**src/rtl/piso_shr_tx.sv**
```systemverilog
// Parallel-in serial-out transmitter: loads a WIDTH-bit word on pi_valid/pi_ready and emits it one bit per shift_en strobe.
// Latency: first bit is on so in the cycle after the accepting edge; each bit then holds until the next shift_en strobe.
// Backpressure: pi_ready is high in IDLE, or during the last bit while shift_en=1. This allows back-to-back words with no gap.
//
// Ports:
//   clk       rising-edge clock for all state
//   rst       synchronous active-high reset; also forces pi_ready low while asserted
//   pi        parallel word, sampled only on the accepting edge
//   pi_valid  producer has a word on pi
//   pi_ready  block accepts pi this cycle (depends on state, cnt, shift_en and rst only)
//   shift_en  bit-rate strobe; one bit advances per cycle with shift_en=1
//   so        serial data bit (0 when idle)
//   so_valid  so carries a bit of the current word
//   so_last   so is the final bit of the current word
module piso_shr_tx #(
   parameter int WIDTH     = 4,
   parameter bit MSB_FIRST = 1'b1
) (
   input  logic             clk,
   input  logic             rst,
   input  logic [WIDTH-1:0] pi,
   input  logic             pi_valid,
   output logic             pi_ready,
   input  logic             shift_en,
   output logic             so,
   output logic             so_valid,
   output logic             so_last
);

   localparam int              CNT_W    = (WIDTH > 1) ? $clog2(WIDTH) : 1;
   localparam logic [CNT_W-1:0] CNT_LAST = CNT_W'(WIDTH - 1);

   typedef enum logic {
      IDLE  = 1'b0,
      SHIFT = 1'b1
   } state_t;

   state_t           state;
   state_t           state_nxt;
   logic [WIDTH-1:0] shreg;
   logic [CNT_W-1:0] cnt;

   logic at_last;   // the final bit of the word is on so
   logic accept;    // a word is taken from pi at this edge
   logic advance;   // move to the next bit of the same word at this edge

   assign at_last = (state == SHIFT) && (cnt == CNT_LAST);
   assign accept  = pi_valid && pi_ready;
   assign advance = (state == SHIFT) && shift_en && !at_last;

   // ---------------------------------------------------------------
   // State register
   // ---------------------------------------------------------------
   always_ff @(posedge clk) begin
      if (rst) begin
         state <= IDLE;
      end else begin
         state <= state_nxt;
      end
   end

   // ---------------------------------------------------------------
   // Next-state logic
   // ---------------------------------------------------------------
   always_comb begin
      state_nxt = state;
      case (state)
         IDLE: begin
            if (accept) begin
               state_nxt = SHIFT;
            end
         end
         SHIFT: begin
            // If a new word is waiting when the last bit leaves, stay in SHIFT.
            // This avoids an idle cycle between words.
            if (at_last && shift_en) begin
               state_nxt = pi_valid ? SHIFT : IDLE;
            end
         end
         default: state_nxt = IDLE;
      endcase
   end

   // ---------------------------------------------------------------
   // Output logic
   // so is taken directly from the shift register. It therefore always
   // reflects registered state and never a value from the same cycle.
   // ---------------------------------------------------------------
   always_comb begin
      pi_ready = 1'b0;
      so       = 1'b0;
      so_valid = 1'b0;
      so_last  = 1'b0;
      case (state)
         IDLE: begin
            pi_ready = !rst;
         end
         SHIFT: begin
            so_valid = 1'b1;
            so       = MSB_FIRST ? shreg[WIDTH-1] : shreg[0];
            so_last  = at_last;
            // Accept the next word only when the last bit is leaving.
            // pi_ready stays low while the last bit is held.
            pi_ready = !rst && at_last && shift_en;
         end
         default: begin
            pi_ready = 1'b0;
         end
      endcase
   end

   // ---------------------------------------------------------------
   // Datapath: shift register and bit counter.
   // accept in SHIFT only happens on the last bit. It therefore
   // never coincides with advance.
   // ---------------------------------------------------------------
   always_ff @(posedge clk) begin
      if (rst) begin
         shreg <= '0;
         cnt   <= '0;
      end else if (accept) begin
         shreg <= pi;
         cnt   <= '0;
      end else if (advance) begin
         if (MSB_FIRST) begin
            shreg <= {shreg[WIDTH-2:0], 1'b0};
         end else begin
            shreg <= {1'b0, shreg[WIDTH-1:1]};
         end
         cnt <= cnt + CNT_W'(1);
      end
   end

endmodule

```
**config.mk**
```make
export PLATFORM = sky130hd
export DESIGN_NAME = piso_shr_tx
export DESIGN_NICKNAME = d
export VERILOG_FILES = /design/src/rtl/piso_shr_tx.sv
export SDC_FILE = /design/constraint.sdc
export NUM_CORES = 1
export LEC_CHECK = 0
export ABC_CLOCK_PERIOD_IN_PS = 1400
export BUFFER_PORTS_ARGS = -buffer_cell sky130_fd_sc_hd__buf_2
export CAP_MARGIN = 20
export CORE_AREA = 2 2 39 41
export CTS_CLUSTER_DIAMETER = 120
export CTS_CLUSTER_SIZE = 25
export DETAILED_ROUTE_END_ITERATION = 16
export DIE_AREA = 0 0 41 43
export MAX_ROUTING_LAYER = met4
export PLACE_DENSITY = 0.45
export SLEW_MARGIN = 10
export SYNTH_ARGS = -nofsm -noshare
export SYNTH_HDL_FRONTEND = slang
export SYNTH_SLANG_ARGS = --single-unit
```
**constraint.sdc**
```tcl
create_clock -name clk -period 1.4 [get_ports clk]
set_input_delay 0.28 -clock clk [delete_from_list [all_inputs] [get_ports clk]]
set_output_delay 0.28 -clock clk [all_outputs]
set_load 0.01 [all_outputs]
```
Word level (Yosys, flattened, before mapping)
Index checks and enable logic that the tools add are counted.
{"block": "word_totals", "out_inout_bits": 4, "inputBits": 8, "ram_bits": 0, "latch_bits": 0, "wordCells": 27, "register_bits": 7, "romBits": 0, "memories": 0}
{"block": "classes", "reduce_logical": 11, "multipliers": 0, "bitwise": 1, "eq_ne": 1, "magnitude_cmp": 0, "n_div": 0, "shift": 0, "muxes": 10, "addsub": 1}
{"operator": "2-to-1 mux 4 bit", "n": 2}
{"operator": "logical AND 1 bit", "n": 7}
{"operator": "2-to-1 mux 1 bit", "n": 6}
{"operator": "case mux 1 bit (2 select lines)", "n": 2}
{"operator": "adder 2 x 1 -> 2 bit, second input constant", "n": 1}
{"operator": "equality test 2 bit, second input constant", "n": 1}
{"operator": "zero test 1 bit", "n": 2}
{"operator": "nonzero test 2 bit", "n": 1}
{"operator": "OR reduction 2 bit", "n": 1}
{"operator": "NOT 1 bit", "n": 1}

Logic depth before layout (Yosys ltp)
{"block": "depth", "ltp_word": 8, "depth_mapped": 4, "ltp_nobuf": 4}

Worst setup path after synthesis
Ideal clock, no wire load.
{"block": "synth_timing", "kind": "register -> register", "from": "register cnt[0]", "to": "register shreg[1]", "synth_period_minus_slack_ps": 1176, "required_ps": 1314, "arrival_ps": 1090, "n_path_buf": 0, "path_slack_ps": 224, "stages_incl_launch_ff": 5, "setup_time_ps": 86, "cell_sequence": "dfxtp_1 > ha_1 > nand3b_4 > mux2i_1 > a211oi_1"}
{"block": "synth_between", "elab_chain_len": 7, "elab_cells_between_ends": 10, "cone_classes": "eq/ne: 1; mux: 2; reduce/logical: 7"}
{"item": "start: declaration", "line_no": "41", "source": "logic [CNT_W-1:0] cnt;"}
{"item": "start signal: assignment", "line_no": "130", "source": "cnt <= cnt + CNT_W'(1);"}
{"item": "equality test 2 bit (*)", "line_no": "47", "source": "assign at_last = (state == SHIFT) && (cnt == CNT_LAST);"}
{"item": "logical AND 1 bit (*)", "line_no": "47"}
{"item": "logical AND 1 bit (2 in a row)", "line_no": "104", "source": "pi_ready = !rst && at_last && shift_en;"}
{"item": "case mux 1 bit (2 select lines)", "line_no": "94", "source": "case (state)"}
{"item": "logical AND 1 bit", "line_no": "48", "source": "assign accept = pi_valid && pi_ready;"}
{"item": "2-to-1 mux 4 bit or nonzero test 2 bit (tied branches)"}
{"item": "end signal: assignment", "line_no": "122", "source": "shreg <= pi;"}
{"item": "end signal: assignment", "line_no": "126", "source": "shreg <= {shreg[WIDTH-2:0], 1'b0};"}
{"item": "end signal: assignment", "line_no": "128", "source": "shreg <= {1'b0, shreg[WIDTH-1:1]};"}
{"item": "end: declaration", "line_no": "40", "source": "logic [WIDTH-1:0] shreg;"}
Every way passes the cells marked *; elsewhere a longest branch is shown, timed or not.
A chain may end at the register's enable or synchronous reset.

Worst setup path after layout
{"block": "layout_timing", "from": "register cnt[0]", "to": "output port pi_ready"}
{"block": "layout_between", "elab_chain_len": 5}
{"item": "equality test 2 bit", "line_no": "47"}
{"item": "logical AND 1 bit", "line_no": "47"}
{"item": "logical AND 1 bit (2 in a row)", "line_no": "104"}
{"item": "case mux 1 bit (2 select lines)", "line_no": "94"}
{"item": "end: declaration", "line_no": "23", "source": "output logic pi_ready,"}
No other way between the ends.

==> impl_metrics.py <==
metrics = {
    "layout": {
        "diodes": 0,
        "final_common_cell": "buf_2",
        "area_delta_synth_final_pct": 30.2,
        "final_cell_mix": "buf_2, nor3_1, nor2_1, mux2i_1, dfxtp_1",
        "nNetsFinal": 62,
        "fillers": 153,
        "drive_gt1_frac": 0.481,
    },
    "routing": {
        "drc": 0,
        "wl_per_cell_um": 10.8,
        "routed_wirelength_um": 733,
        "drt_first_pass_iters": 2,
        "vias_per_cell": 4.56,
        "antenna_left": 0,
        "vias": 310,
        "drtIter0Drc": 3,
    },
    "clock_network": {
        "numCtsBuffers": 3,
        "worstSkewPairLatency_ns": 0.26,
        "clk_pin_slew_ns": 0.05,
        "clockBufferDepth": 2,
        "ctsHtreeMaxLevel": 1,
        "cts_tree": "built",
        "root_buffer": "clkbuf_4",
        "clkSinkCount": 7,
    },
    "power": {
        "p_leak_nw": 0.238,
        "p_per_area_mw_per_mm2": 978,
        "irDropWorstVdd_mv": 0.450,
    },
    "sta": {
        "timing.final.crit_period_ns": 1.35,
        "final_max_slew_viol_count": 0,
        "fmax_mhz": 741,
        "min_period_over_period": 0.964,
        "slew-limit-headroom": 0.874,
        "setup_viol": 0,
        "worst_pin_slew_ns": 0.188,
        "skew_ns": 0.00627,
        "setup_ws_ns": 0.0504,
        "holdWs_ns": 0.259,
        "hold_viol": 0,
    },
    "global_route": {
        "grt_antenna_before_repair": 0,
        "grt_pass1_wl_um": 1110,
        "track_usage": 0.103,
        "grt_overflow_total": 0,
        "grt_pass1_vias": 246,
        "grt_max_degree": 11,
    },
    "synthesis": {
        "synthesis.nets": 46,
        "avgSynthCellArea_um2": 10.2,
        "synth_area_um2": 377,
        "netlist_top_cells_area": "dfxtp_1, mux2i_1, nor3_1",
        "yosysUniqueCellTypes": 19,
        "synth_top_area_share": 0.372,
        "ys_ff_latch": 7,
        "yosys.area.top_type": "dfxtp_1",
        "synth_cells": 37,
        "yosys_warnings": 0,
        "synth-seq-area-share": 0.372,
    },
    "die": {
        "initial_utilization": 0.272,
        "coreArea_mm2": 0.00138,
        "pin_count": 12,
        "die_w_um": 41,
        "design.die.area_mm2": 0.00176,
        "die_y_um": 43,
        "num_rows": 14,
    },
    "placement": {
        "portBuffers": 11,
        "pre_cts_slack_ns": 0.127,
        "gp_congestion": 0.679,
        "dp_hpwl_um": 536,
    },
    "status": {
        "outcome": "finished, final reports clean",
    },
    "worst_hold_path": {
        "hold_class": "in2reg",
    },
    "critical_path": {
        "crit_type": "reg2out",
        "cp.arrival_ns": 1.07,
        "start_kind": "flop",
        "crit_required_ns": 1.12,
        "crit_path_end_kind": "output port",
        "cp_max_fo": 4,
    },
    "job": {
        "drv_cap": 0,
    },
}
## power by group
group          switching (W)  internal, W  leakage (nW)
logic              0.0000356    0.0000374         0.164
registers         0.00000968     0.000212        0.0585
clock network      0.0000761     0.000109        0.0150
## Yosys cell counts, drive strengths merged
cell,number
a211oi,3
a21bo,1
a21boi,1
a21oi,1
and2,2
and2b,1
buf,1
dfxtp,7
ha,1
mux2i,4
nand2,1
nand3,1
nand3b,1
nor2,4
nor3,5
o211ai,1
or2b,1
xor2,1
## kinds of logic after synthesis
group	count (synthesis)	share of synthesized area
AOI/OAI and AO/OA	7	0.169
muxes	4	0.106
xor gates and xnor gates	1	0.0233
DFF	7	0.372
and+or+nand+nor	16	0.266
buffers and inverters	1	0.0299
adders and majority gates	1	0.0332
## flip-flops by register name, indices dropped and copies added (netlist names)
register,count
shreg,4
cnt,2
state,1
## layout make-up
class	count	area, um^2	share of cell area
well taps	16	20.0	0.0408
flip-flops and latches	7	144	0.293
clock buffers	4	26.3	0.0536
repair buffers	12	62.6	0.128
multi-input cells	29	238	0.485
## metrics by stage
step	total power, W	TNS (ns)	area, um^2	utilization	std cells
3_5_place_dp	0.000293	0	440	0.318	63
4_1_cts	0.000486	0	487	0.352	68
2_1_floorplan	0.000270	0	377	-	37
6_report	0.000480	0	490	0.354	68
3_3_place_gp	0.000294	0	440	0.318	63
5_1_grt	0.000509	-0.00208	490	0.354	68
## routing by layer
layer  routed length [um]  share of wire  global-route usage
met5                    0              0                   -
met4                   21          0.029              0.0800
met3                   53          0.072              0.0471
met2                  265           0.36              0.0938
met1                  392           0.53               0.158
## final timing paths
kind                                from       end  slack [ns]  depth (start not counted)
worst max-delay path              cnt[0]  pi_ready        0.05                          4
worst min-delay path            pi_valid     state        0.26                          3
worst max register to register    cnt[0]  shreg[1]        0.23                          4
worst min register to register  shreg[0]  shreg[0]        0.50                          2
## worst max-delay path, stage by stage, from the launching register on
cell,delay [ns]
dfxtp_2,0.33
ha_4,0.17
a21boi_4,0.13
nor2_1,0.05
buf_2,0.13
## repair_timing
item | CTS | global route
pin swaps | 2 | 1
buffers inserted | 1 | 0
hold buffers | 0 | 0
hold endpoints to repair | 0 | 0
gates resized for setup | 2 | 3
setup endpoints to repair | 2 | 2
gates cloned | 0 | 0
(Power assumes the default switching activity.)
